--- config.mk ---
export PLATFORM = sky130hd
export DESIGN_NAME = pipe_hazard_ctrl
export DESIGN_NICKNAME = d
export VERILOG_FILES = /design/src/rtl/pipe_hazard_ctrl.sv
export SDC_FILE = /design/constraint.sdc
export NUM_CORES = 1
export LEC_CHECK = 0
export ABC_AREA = 1
export BUFFER_PORTS_ARGS = -buffer_cell sky130_fd_sc_hd__buf_2
export CAP_MARGIN = 20
export CORE_MARGIN = 4
export CORE_UTILIZATION = 35
export CTS_CLUSTER_DIAMETER = 150
export DETAILED_ROUTE_END_ITERATION = 10
export GPL_TIMING_DRIVEN = 0
export SETUP_SLACK_MARGIN = 0.4
export SKIP_CTS_REPAIR_TIMING = 1
export SYNTH_ARGS = -nofsm -noshare
export SYNTH_HDL_FRONTEND = slang
export SYNTH_SLANG_ARGS = --single-unit
--- constraint.sdc ---
create_clock -name clk -period 1.7 [get_ports clk]
set_input_delay 0.17 -clock clk [delete_from_list [all_inputs] [get_ports clk]]
set_output_delay 0.17 -clock clk [all_outputs]
set_load 0.05 [all_outputs]
--- src/rtl/pipe_hazard_ctrl.sv ---
// pipe_hazard_ctrl -- pipeline hazard controller for a five-stage in-order core.
//
// Decides each cycle whether the front end advances, stalls, or flushes,
// based on the events visible this cycle: a data-memory stall, a taken branch
// resolved in EX, or a load-use dependency between EX and ID. The outputs are
// Mealy outputs: a combinational function of this cycle's inputs plus the
// current state, so they act with zero cycles of latency.
//
// Optional feature: define HAZ_STATS_EN to add the stall_cnt / flush_cnt
// statistic outputs. The default build leaves both the ports and the counters out.
//
// Ports:
//   clk            in   pipeline clock, rising edge
//   reset          in   synchronous, active-high reset
//   memRead_EX     in   EX instruction is a load
//   targetReg_EX   in   [4:0] destination register of the EX instruction
//   rn_ID, rm_ID   in   [4:0] source registers of the ID instruction
//   rm_used_ID     in   rm_ID is a real operand
//   branchTaken_EX in   branch resolved taken in EX
//   mem_busy       in   data memory not ready this cycle
//   pc_write       out  enable PC update
//   IF_ID_write    out  enable IF/ID update
//   IF_ID_flush    out  zero the IF/ID instruction
//   ID_EX_bubble   out  zero the ID/EX control fields
//   EX_MEM_hold    out  hold EX/MEM while memory is busy
//   state          out  [1:0] current state: RUN=00 LOADUSE=01 FLUSH=10 MEMWAIT=11
//   mem_timeout    out  sticky: 255 consecutive mem_busy cycles seen
//   stall_cnt      out  [15:0] (HAZ_STATS_EN) cycles with pc_write=0, excluding reset
//   flush_cnt      out  [15:0] (HAZ_STATS_EN) cycles with IF_ID_flush=1, excluding reset
module pipe_hazard_ctrl (
    input  logic       clk,
    input  logic       reset,
    input  logic       memRead_EX,
    input  logic [4:0] targetReg_EX,
    input  logic [4:0] rn_ID,
    input  logic [4:0] rm_ID,
    input  logic       rm_used_ID,
    input  logic       branchTaken_EX,
    input  logic       mem_busy,
    output logic       pc_write,
    output logic       IF_ID_write,
    output logic       IF_ID_flush,
    output logic       ID_EX_bubble,
    output logic       EX_MEM_hold,
    output logic [1:0] state,
    output logic       mem_timeout
`ifdef HAZ_STATS_EN
    ,
    output logic [15:0] stall_cnt,
    output logic [15:0] flush_cnt
`endif
);

    typedef enum logic [1:0] {
        RUN     = 2'b00,
        LOADUSE = 2'b01,
        FLUSH   = 2'b10,
        MEMWAIT = 2'b11
    } state_t;

    state_t     cur_state;
    state_t     next_state;
    logic       load_use;
    logic [7:0] busy_cnt;

    // X31 is the zero register, so it can never carry a dependency. While in
    // LOADUSE the stalled consumer is still in ID but the load has moved on,
    // so the detector is masked to give exactly one stall cycle per load.
    always_comb begin
        load_use = memRead_EX && (targetReg_EX != 5'd31) &&
                   ((targetReg_EX == rn_ID) || (rm_used_ID && (targetReg_EX == rm_ID))) &&
                   (cur_state != LOADUSE);
    end

    // Event priority: mem_busy > taken branch > load-use > none. A branch that
    // arrives during a memory stall simply waits: EX is frozen, so the signal
    // is still present when mem_busy drops and is handled on that cycle.
    always_comb begin
        pc_write     = 1'b1;
        IF_ID_write  = 1'b1;
        IF_ID_flush  = 1'b0;
        ID_EX_bubble = 1'b0;
        EX_MEM_hold  = 1'b0;
        next_state   = RUN;
        if (reset) begin
            pc_write     = 1'b0;
            IF_ID_write  = 1'b0;
            IF_ID_flush  = 1'b1;
            ID_EX_bubble = 1'b1;
        end else if (mem_busy) begin
            pc_write    = 1'b0;
            IF_ID_write = 1'b0;
            EX_MEM_hold = 1'b1;
            next_state  = MEMWAIT;
        end else if (branchTaken_EX) begin
            IF_ID_flush  = 1'b1;
            ID_EX_bubble = 1'b1;
            next_state   = FLUSH;
        end else if (load_use) begin
            pc_write     = 1'b0;
            IF_ID_write  = 1'b0;
            ID_EX_bubble = 1'b1;
            next_state   = LOADUSE;
        end
    end

    always_ff @(posedge clk) begin
        if (reset) begin
            cur_state   <= RUN;
            busy_cnt    <= 8'd0;
            mem_timeout <= 1'b0;
        end else begin
            cur_state <= next_state;
            if (mem_busy) begin
                if (busy_cnt != 8'hFF) busy_cnt <= busy_cnt + 8'd1;
                // Flag on the edge where the run length reaches 255.
                if (busy_cnt >= 8'hFE) mem_timeout <= 1'b1;
            end else begin
                busy_cnt <= 8'd0;
            end
        end
    end

    assign state = cur_state;

`ifdef HAZ_STATS_EN
    always_ff @(posedge clk) begin
        if (reset) begin
            stall_cnt <= 16'd0;
            flush_cnt <= 16'd0;
        end else begin
            if (!pc_write && stall_cnt != 16'hFFFF) stall_cnt <= stall_cnt + 16'd1;
            if (IF_ID_flush && flush_cnt != 16'hFFFF) flush_cnt <= flush_cnt + 16'd1;
        end
    end
`endif

endmodule

=== Word level (Yosys, flattened, before mapping) ===
Index checks and enable logic that the tools add are counted.

* Register bits after elaboration: 11
* Bits of input ports: 21
* Memory bits (read-only): 0
* Output and inout bits: 8
* Bits in writable memories: 0
* Memories: 0
* Word-level logic and storage cells: 34
* Latch bits: 0

* Bitwise operators: 1
* Equal/unequal tests: 5
* Shift-type cells: 0
* $add $sub $neg: 1
* Reductions and logical operators: 7
* Multiplexer cells: 16
* $mul: 0
* Divide/modulo/power cells: 0
* Order comparisons: 1

{| class="wikitable"
|+ Operators with widths
! operator !! count
|-
| 1-bit two-way mux || 14
|-
| 5-bit == test || 2
|-
| 8-bit by 1-bit adder with 8-bit output (second input constant) || 1
|-
| 8-bit greater-or-equal comparator (second input constant) || 1
|-
| 8-bit inequality test (second input constant) || 1
|-
| 5-bit inequality test (second input constant) || 1
|-
| 1-bit logical AND || 4
|-
| 2-bit two-way mux || 2
|-
| 2-bit by 1-bit inequality test with 1-bit output (second input constant) || 1
|-
| 2-bit AND reduction || 1
|-
| 2-bit OR reduction || 1
|-
| 1-bit logical OR || 1
|-
| 1-bit NOT || 1
|}

=== Logic depth before layout (Yosys ltp) ===
Gate-level depths: netlist of the first run.

* Depth in word-level cells: 9
* Depth in mapped cells: 10
* Depth with buffers taken out: 9

=== Worst setup path after synthesis of the first run ===
OpenSTA, ideal clock, no wires.

* Path kind: register -> output
* Start point: register cur_state[0] (netlist: state[0])
* End point: output pc_write
* Arrival: 2045 ps
* Stages on the path, launching flop included: 8
* Path slack: -515 ps
* Cell sequence: dfxtp_1 inv_1 o21ai_0 a21oi_1 nand3_1 nand2_1 nor2_1 buf_4

* Word-level cells in the longest chain between the ends: 6

{| class="wikitable"
|+ RTL lines
! what !! line !! RTL
|-
| start, declared || 61 || <nowiki>state_t cur_state;</nowiki>
|-
| start signal, assigned || 113 || <nowiki>cur_state <= next_state;</nowiki>
|-
| 2-bit by 1-bit inequality test with 1-bit output || 72 || <nowiki>(cur_state != LOADUSE);</nowiki>
|-
| 1-bit logical AND || 71 || <nowiki>((targetReg_EX == rn_ID) || (rm_used_ID && (targetReg_EX == rm_ID))) &&</nowiki>
|-
| 1-bit two-way mux (4 in a row) || -- ||
|-
| end, declared || 40 || <nowiki>output logic pc_write,</nowiki>
|}

Every way passes these cells.

=== Worst setup path after layout of the first run ===
* Start point: register cur_state[0] (netlist: state[0])
* End point: output pc_write

* Word-level cells in the longest chain between the ends: 6

{| class="wikitable"
|+ RTL lines
! what !! line !! RTL
|-
| 2-bit by 1-bit inequality test with 1-bit output || 72 ||
|-
| 1-bit logical AND || 71 ||
|-
| 1-bit two-way mux || 99 || <nowiki>end else if (load_use) begin</nowiki>
|-
| 1-bit two-way mux || 95 || <nowiki>end else if (branchTaken_EX) begin</nowiki>
|-
| 1-bit two-way mux || 90 || <nowiki>end else if (mem_busy) begin</nowiki>
|-
| 1-bit two-way mux || 85 || <nowiki>if (reset) begin</nowiki>
|}

Every way passes these cells.

==> results of run 1 <==
## synthesized netlist by cell type
| cell | count |
|---|---|
| sky130_fd_sc_hd__a31oi_1 | 2 |
| sky130_fd_sc_hd__xnor2_1 | 2 |
| sky130_fd_sc_hd__nor2_1 | 9 |
| sky130_fd_sc_hd__dfxtp_1 | 11 |
| sky130_fd_sc_hd__ha_1 | 2 |
| sky130_fd_sc_hd__nor2_4 | 1 |
| sky130_fd_sc_hd__inv_1 | 26 |
| sky130_fd_sc_hd__xor2_1 | 2 |
| sky130_fd_sc_hd__nor2_2 | 1 |
| sky130_fd_sc_hd__buf_4 | 1 |
| sky130_fd_sc_hd__nand2_1 | 36 |
| sky130_fd_sc_hd__or2_0 | 1 |
| sky130_fd_sc_hd__nand2_2 | 2 |
| sky130_fd_sc_hd__inv_2 | 2 |
| sky130_fd_sc_hd__o211ai_1 | 1 |
| sky130_fd_sc_hd__nor3_1 | 1 |
| sky130_fd_sc_hd__nand3_1 | 8 |
| sky130_fd_sc_hd__o21ai_0 | 5 |
| sky130_fd_sc_hd__nor3_4 | 1 |
| sky130_fd_sc_hd__a21oi_1 | 10 |
## layout make-up
| type | instances | area share (%) |
|---|---|---|
| plain buffers | 1 | 1.07 |
| clock buffers | 4 | 2.51 |
| multi-input cells | 84 | 44.0 |
| inverters | 28 | 10.0 |
| flip-flops and latches | 11 | 22.2 |
| repair buffers | 30 | 16.9 |
| well taps | 27 | 3.22 |
## metrics by stage
stage | setup slack (ns) | hold slack [ns]
after floorplan | 0.216 | 0.229
after global placement | 0.214 | 0.431
after detailed placement | 0.206 | 0.441
after CTS | 0.0336 | 0.155
after global routing | 0.150 | 0.169
final | 0.211 | 0.161
## worst min-delay path by stage
stage / end / slack (ns) / depth (start not counted) / from
finish: state[1] / 0.16 / 2 / reset
global route: state[0] / 0.17 / 2 / reset
CTS: state[1] / 0.16 / 2 / reset
detailed placement: mem_timeout / 0.44 / 2 / mem_timeout
global placement: state[0] / 0.43 / 2 / reset
floorplan: state[0] / 0.23 / 1 / reset
## layer usage
layer / up-vias / track usage (%)
met1: 352 / 14.0
met5: - / 0
met3: 2 / 5.18
met4: 0 / 3.32
li1: 447 / -
met2: 19 / 21.5
## logic make-up (layout without fill, tap and decap cells)
logic type	after synthesis	in the layout	synth area share [%]
and+or+nand+nor	60	60	35.3
buffers and inverters	29	63	14.9
AOI/OAI and AO/OA	18	18	12.6
DFF	11	11	29.2
xor gates and xnor gates	4	4	4.64
adders and majority gates	2	2	3.32
## worst max-delay path, stage by stage (launching register included)
cell and delay, ns:
sky130_fd_sc_hd__dfxtp_4 0.34, sky130_fd_sc_hd__inv_2 0.05, sky130_fd_sc_hd__o21ai_2 0.05, sky130_fd_sc_hd__a21oi_2 0.14, sky130_fd_sc_hd__nand3_2 0.10, sky130_fd_sc_hd__nand2_2 0.09, sky130_fd_sc_hd__nor2_4 0.04, sky130_fd_sc_hd__buf_6 0.11
sky130_fd_sc_hd__buf_8 0.14
## state kept, by name (all words and copies together), names as in the netlist
name	cells
busy_cnt	8
state	2
mem_timeout	1
## power by group through the flow
stage	registers, W	clock network, W	logic, W
final	0.000267	0.000175	0.000152
after detailed placement	0.000274	0	0.000140
after global routing	0.000267	0.000194	0.000168
after floorplan	0.000283	0	0.0000802
after global placement	0.000273	0	0.000137
after CTS	0.000268	0.000186	0.000140
==> results.md, run 1 <==
- The flow ran to the end, and the final reports show no timing, DRC or antenna violations.
- The final standard cell utilization of the core is 52.4%.
- The biggest area contributor in the post-synthesis netlist is sky130_fd_sc_hd__dfxtp_1.
- The endpoint identified for the worst register-to-register timing path is busy_cnt[6].
- At the pin with the least slew margin, the transition time is 0.361 ns.
- The Yosys step of the flow raised 0 warnings.
- The mean area per synthesized cell is 6.08 um^2.
- The number of CTS-inserted buffers is 3.
- TritonCTS built the clock tree.
- The clock drives 11 sinks.
- The portion of synthesized cell area occupied by the leading cell type is 29.2%.
- The number of cell rows is 16.
- For this run, the detailed router's first-pass iteration total came to 4.
- The detailed router used layers up to and including met4.
- The worst relative slew slack is 75.9%.
- The top-level port count is 29.
- The total cell area at the placement stage is 950 um^2.
- The final setup violation count is 0.
- The total number of vias is 820.
- At the later pin of the worst-skew pair, clock insertion delay measures 0.27 ns.
- After synthesis, flip-flops and latches occupy 29.2% of the total area.
- Summed over all cells, the static leakage comes to 0.590 nW.
- The sequential standard cell area is 233 um^2.
- Total power for the finished layout comes to 0.000593 W.
- The core box area is 2000 um^2.
- The final cycle utilization of the critical path is 87.6%.
- The share of final-layout standard cells stronger than drive strength 1 is 33.5%.
- Entering global routing, the biggest net connects 9 pins.
- The worst setup path is captured at a primary output.
- The internal reg-to-reg setup slack is 0.49 ns.
- The detailed route wirelength on metal3 is 111 um.
- In this run the power spent charging and discharging nets is 0.000184 W.
- STA puts the critical path data required time at 1.53 ns.
- The worst setup path is of the reg2out kind.
- The routed length per placed instance is 9.55 um.
- Port buffering added 28 buffers.
- The maximum resistive drop on vdd is 0.000438 V.
- The die outline area is 2960 um^2.
- The initial antenna violation count came to 0.
- The number of distinct library cell variants in the gate-level netlist after synthesis is 20.
- The via-per-instance ratio is 4.43.
- Clock-pin slew was measured on the worst setup and hold paths at 0.06 ns.
- The most critical setup path has its startpoint at state[0].
- The library cell used most frequently in the layout, excluding fill and tap cells, is sky130_fd_sc_hd__nand2_1.
- In this run the clock root is driven by a sky130_fd_sc_hd__clkbuf_4.
- Counting cells, the worst reg-to-reg path comes to 6.
- The number of hold violations in the final report is 0.
- In the final layout, the multi-input gates occupy 462 um^2.
- In this run switching power makes up 31.1% of total power.
- The internal portion of the total power is 0.000409 W.
- The count of nets after finishing is 182.
- The residual DRC count is 0.
- The detail route stage leaves a number of antenna-violating nets equal to 0.
- Compared with the post-synthesis result, the final layout area differs by 39.0%.
- The filler cells instantiated in the layout total 216.
- The combined global-route utilization of all metal layers is 12.5%.
- The floorplan die height is 54.4 um.
- The summed area of non-filler cells in the final layout is 1050 um^2.
- The half-perimeter wire length of the detailed placement result is 1.38 mm.
- The number of global-route vias before repair is 698.
- The cell count after placement is 179.
- The post-synthesis net count is 147.
- From left edge to right edge, the die measures 54.4 um.
- For this block, wires on met1 add up to 803 um.
- After synthesis the cells add up to 754 um^2.
- The initial standard-cell utilization of the core is 37.7%.
- Setup repair after global routing could not meet its margin everywhere.
- The number of synthesized register bits is 11.
- The final critical-path required period is 1.49 ns.
- The number of design-rule violations left by the first detailed-router iteration is 13.
- The worst clock skew is 0.00480 ns.
- The launch instance of the worst register-to-register path is busy_cnt[1].
- The first-pass GRT wire length is 2.68 mm.
- The total of max-cap violations is 0.
- The routed design uses 842 um of met2 wire.
- The class of the tightest hold or removal check is in2reg.
- The total negative slack is 0 ns.
- The maximum clock frequency is 672 MHz.
- Dividing total power by cell area gives a power density of 566 nW/um^2.
- The final layout contains routed wiring with a total length of 1.77 mm.
- Global routing finished with a remaining overflow of 0.
- The top cell types in the final layout, fill and taps aside, are 35 x sky130_fd_sc_hd__nand2_1, 25 x sky130_fd_sc_hd__inv_1, 25 x sky130_fd_sc_hd__buf_2.
- The H-tree depth reported by CTS is 1.
- STA classifies the critical path startpoint as a flip-flop.
- Synthesis handed over a netlist of 124 instances.
- The antenna diode count is 0.
- Sequential cells account for 45.0% of the total power.
- The last weighted congestion value of the routability-driven placer is 0.767.
- The clock network is responsible for 29.4% of the overall power.
- The deepest clock path buffer count is 2.
- The logic gate share of total power is 25.6%.
- By area the synthesized netlist is led by sky130_fd_sc_hd__dfxtp_1 29%, sky130_fd_sc_hd__nand2_1 18%, sky130_fd_sc_hd__inv_1 13%, sky130_fd_sc_hd__a21oi_1 6.6%, sky130_fd_sc_hd__nand3_1 5.3%.
- The number of non-filler instances in the completed layout is 185.
- The count of pins over their slew limit is 0.
- The signal arrival time at the worst endpoint is 1.32 ns.
- In this run the worst path has a maximum fanout of 2.
- The worst setup path endpoint is pc_write.
Note: power is estimated with default switching activity, not from simulation.
==> run 2: changes to the inputs <==
--- a/config.mk
+++ b/config.mk
@@ -9,3 +9,2 @@
 export BUFFER_PORTS_ARGS = -buffer_cell sky130_fd_sc_hd__buf_2
-export CAP_MARGIN = 20
 export CORE_MARGIN = 4
==> constraint.sdc (replaced) <==
create_clock -name clk -period 1.7 [get_ports clk]
set_input_delay 0.085 -clock clk [delete_from_list [all_inputs] [get_ports clk]]
set_output_delay 0.085 -clock clk [all_outputs]
set_load 0.05 [all_outputs]
==> results.md, run 2 (synthesis gave the netlist of run 1 again) <==
- The run finished with clean final reports.
- The residual DRC count is 0 (unchanged).
- The number of optimization iterations in the first detailed-route pass is 4 (unchanged).
- The total grt overflow is 0 (unchanged).
- The leakage power summed over all cells is 0.581 nW (-1.5%).
- The launch instance of the worst register-to-register path is busy_cnt[0].
- The clock share of power was 30.2% (+0.8 points).
- The signal arrival time at the worst endpoint is 1.33 ns (about the same).
- The combined global-route utilization of all metal layers is 12.0% (-0.47 points).
- The x dimension of the die is 54.4 um (unchanged).
- The count of fill cells added during filler insertion is 211 (-2.3%).
- The internal reg-to-reg setup slack is 0.53 ns (+0.04 ns).
- Leaving out fill and tap cells, the most frequent cells in the layout are 35 x sky130_fd_sc_hd__nand2_1, 25 x sky130_fd_sc_hd__inv_1, 25 x sky130_fd_sc_hd__buf_2.
- The final setup violation count came to 0 (unchanged).
- The routed length per placed instance is 8.92 um (-6.6%).
- The worst reg2reg path endpoint is busy_cnt[5].
- The top-level port count was 29 (unchanged).
- The post-route worst setup slack is 0.282 ns (+0.0708 ns).
- The first-pass GRT wire length is 2.56 mm (-4.7%).
- The setup path with the least slack is of type reg2out.
- The count of nets after finishing came to 180 (-1.1%).
- More flip-flops sit in one register than any other, and that register is busy_cnt.
- The initial standard-cell utilization of the core is 37.7% (unchanged).
- The layout overhead on the synthesized area is 36.2%.
- The number of flip-flops under the largest register name is 8 (unchanged).
- The terminating pin of the worst hold path is mem_timeout.
- The slew at the pin closest to its max-slew limit is 0.358 ns (-0.00324 ns).
- The logic gate share of total power is 25.0% (-0.6 points).
- The maximum net fanout on the critical path is 2 (unchanged).
- The floorplan die height was 54.4 um (unchanged).
- The clock-pin slew reported for the worst setup and hold paths after clock tree synthesis is 0.07 ns (about the same).
- The last weighted congestion value of the routability-driven placer is 0.721 (-5.9%).
- The total of max-cap violations is 0 (unchanged).
- The fraction of power spent switching nets is 32.1% (+1.0 points).
- Traced cell by cell, the critical path runs through inv_2 > o21ai_2 > a21oi_2 > nand3_2 > nand2_2 > nor2_4 > buf_6 > buf_8.
- The number of instances on the worst hold path is 2 (unchanged).
- The number of CTS-inserted buffers is 3 (unchanged).
- The count of antenna-violating nets left after detailed routing is 0 (unchanged).
- The worst setup slack after placement was 0.331 ns (+0.125 ns).
- The number of cell rows is 16 (unchanged).
- The H-tree depth reported by CTS was 1 (unchanged).
- The maximum number of pins on one net before global-route repair is 9 (unchanged).
- The deepest clock path buffer count was 2 (unchanged).
- The power per cell area was 578 nW/um^2 (+2.2%).
- The required time of the worst setup path was 1.62 ns (+0.09 ns).
- The slowest stage of the critical path belongs to the cell sky130_fd_sc_hd__dfxtp_4.
- The total of buffers placed on input and output ports came to 28 (unchanged).
- The worst setup path is captured at a primary output.
- The total number of vias came to 813 (-0.85%).
- The die outline area is 2960 um^2 (unchanged).
- In this run the worst setup path begins at state[0].
- The longest individual stage delay on the worst path is 0.35 ns (about the same).
- The library cell used as clock root buffer is sky130_fd_sc_hd__clkbuf_4.
- The worst relative slew slack was 76.1% (+0.22 points).
- The half-perimeter wire length of the detailed placement result is 1.33 mm (-3.6%).
- Leaving out fill and tap cells, the most frequent cell in the layout is sky130_fd_sc_hd__nand2_1.
- Setup repair after global routing could not meet its margin everywhere.
- The worst clock skew is 0.00124 ns (-0.00356 ns).
- The number of global-route vias before repair is 687 (-1.6%).
- The via-per-instance ratio came to 4.44 (+0.23%).
- The maximum clock frequency is 705 MHz (+5.0%).
- The final critical-path required period came to 1.42 ns (-0.0708 ns).
- The share of final-layout standard cells stronger than drive strength 1 came to 32.7% (-0.85 points).
- The number of design-rule violations left by the first detailed-router iteration came to 19 (+6).
- The initial antenna violation count came to 0 (unchanged).
- The clock net sink count is 11 (unchanged).
- The cell-internal power was 0.000403 W (-1.4%).
- The length in cells of the worst reg-to-reg path is 7 (+1).
- The core box area is 2000 um^2 (unchanged).
- The antenna diode count is 0 (unchanged).
- STA classifies the critical path startpoint as a flip-flop.
- The count of pins over their slew limit is 0 (unchanged).
- Grouping stages by cell kind, the critical path spends the most delay in flip-flops.
- The path class of the tightest hold or removal check is in2reg.
- The worst path buffer plus inverter count is 3 (unchanged).
- TritonCTS built the clock tree.
- The wire length reported by the detailed router is 1.63 mm (-7.6%).
- The relative contribution of sequential cells to total power came to 44.8% (-0.2 points).
- The number of hold violations in the final report came to 0 (unchanged).
- The switching power summed over all nets was 0.000191 W (+3.4%).
- The maximum resistive drop on vdd came to 0.000450 V (+2.9%).
- In this run the most critical hold path is launched from reset.
- The total negative slack is 0 ns (unchanged).
- The final cycle utilization of the critical path is 83.4% (-4.2 points).
- The clock latency reported for the late side of the worst-skew pair was 0.27 ns (about the same).
==> run 2: worst max path at each step <==
| stage | endpoint | cells past startpoint |
|---|---|---|
| after CTS | pc_write | 8 |
| after detailed placement | busy_cnt[0] | 6 |
| after global routing | pc_write | 8 |
| final | pc_write | 8 |
| after floorplan | pc_write | 7 |
| after global placement | busy_cnt[0] | 6 |
==> run 2: stage by stage <==
| stage | hold WS (ns) | util (%) | area [um^2] | std cells | power, W |
|---|---|---|---|---|---|
| 3_5_place_dp | 0.353 | 47.2 | 945 | 179 | 0.000412 |
| 3_3_place_gp | 0.348 | 47.2 | 945 | 179 | 0.000410 |
| 2_1_floorplan | 0.144 | - | 771 | 124 | 0.000362 |
| 5_1_grt | 0.0710 | 51.3 | 1030 | 183 | 0.000636 |
| 6_report | 0.0652 | 51.3 | 1030 | 183 | 0.000594 |
| 4_1_cts | 0.0574 | 48.6 | 972 | 183 | 0.000597 |
==> run 2: power groups by stage <==
stage	Sequential (W)	Combinational, W	Clock, W
after floorplan	0.000283	0.0000793	0
after global placement	0.000273	0.000137	0
after detailed placement	0.000273	0.000139	0
after CTS	0.000267	0.000140	0.000190
after global routing	0.000267	0.000165	0.000203
final	0.000266	0.000148	0.000179
==> run 2: final cells by class <==
class | count | area [um^2] | share of cell area [%]
flip-flops and latches | 11 | 233 | 22.7
clock inverters | 1 | 5.00 | 0.487
repair buffers | 28 | 159 | 15.5
well taps | 27 | 33.8 | 3.29
plain buffers | 1 | 11.3 | 1.10
inverters | 28 | 105 | 10.2
multi-input cells | 84 | 458 | 44.6
clock buffers | 3 | 22.5 | 2.19
==> run 2: metal layers <==
layer	routed length (um)	GRT usage, %
met1	693	12.8
met4	8	4.98
met3	162	5.18
met2	767	20.5
met5	0	0
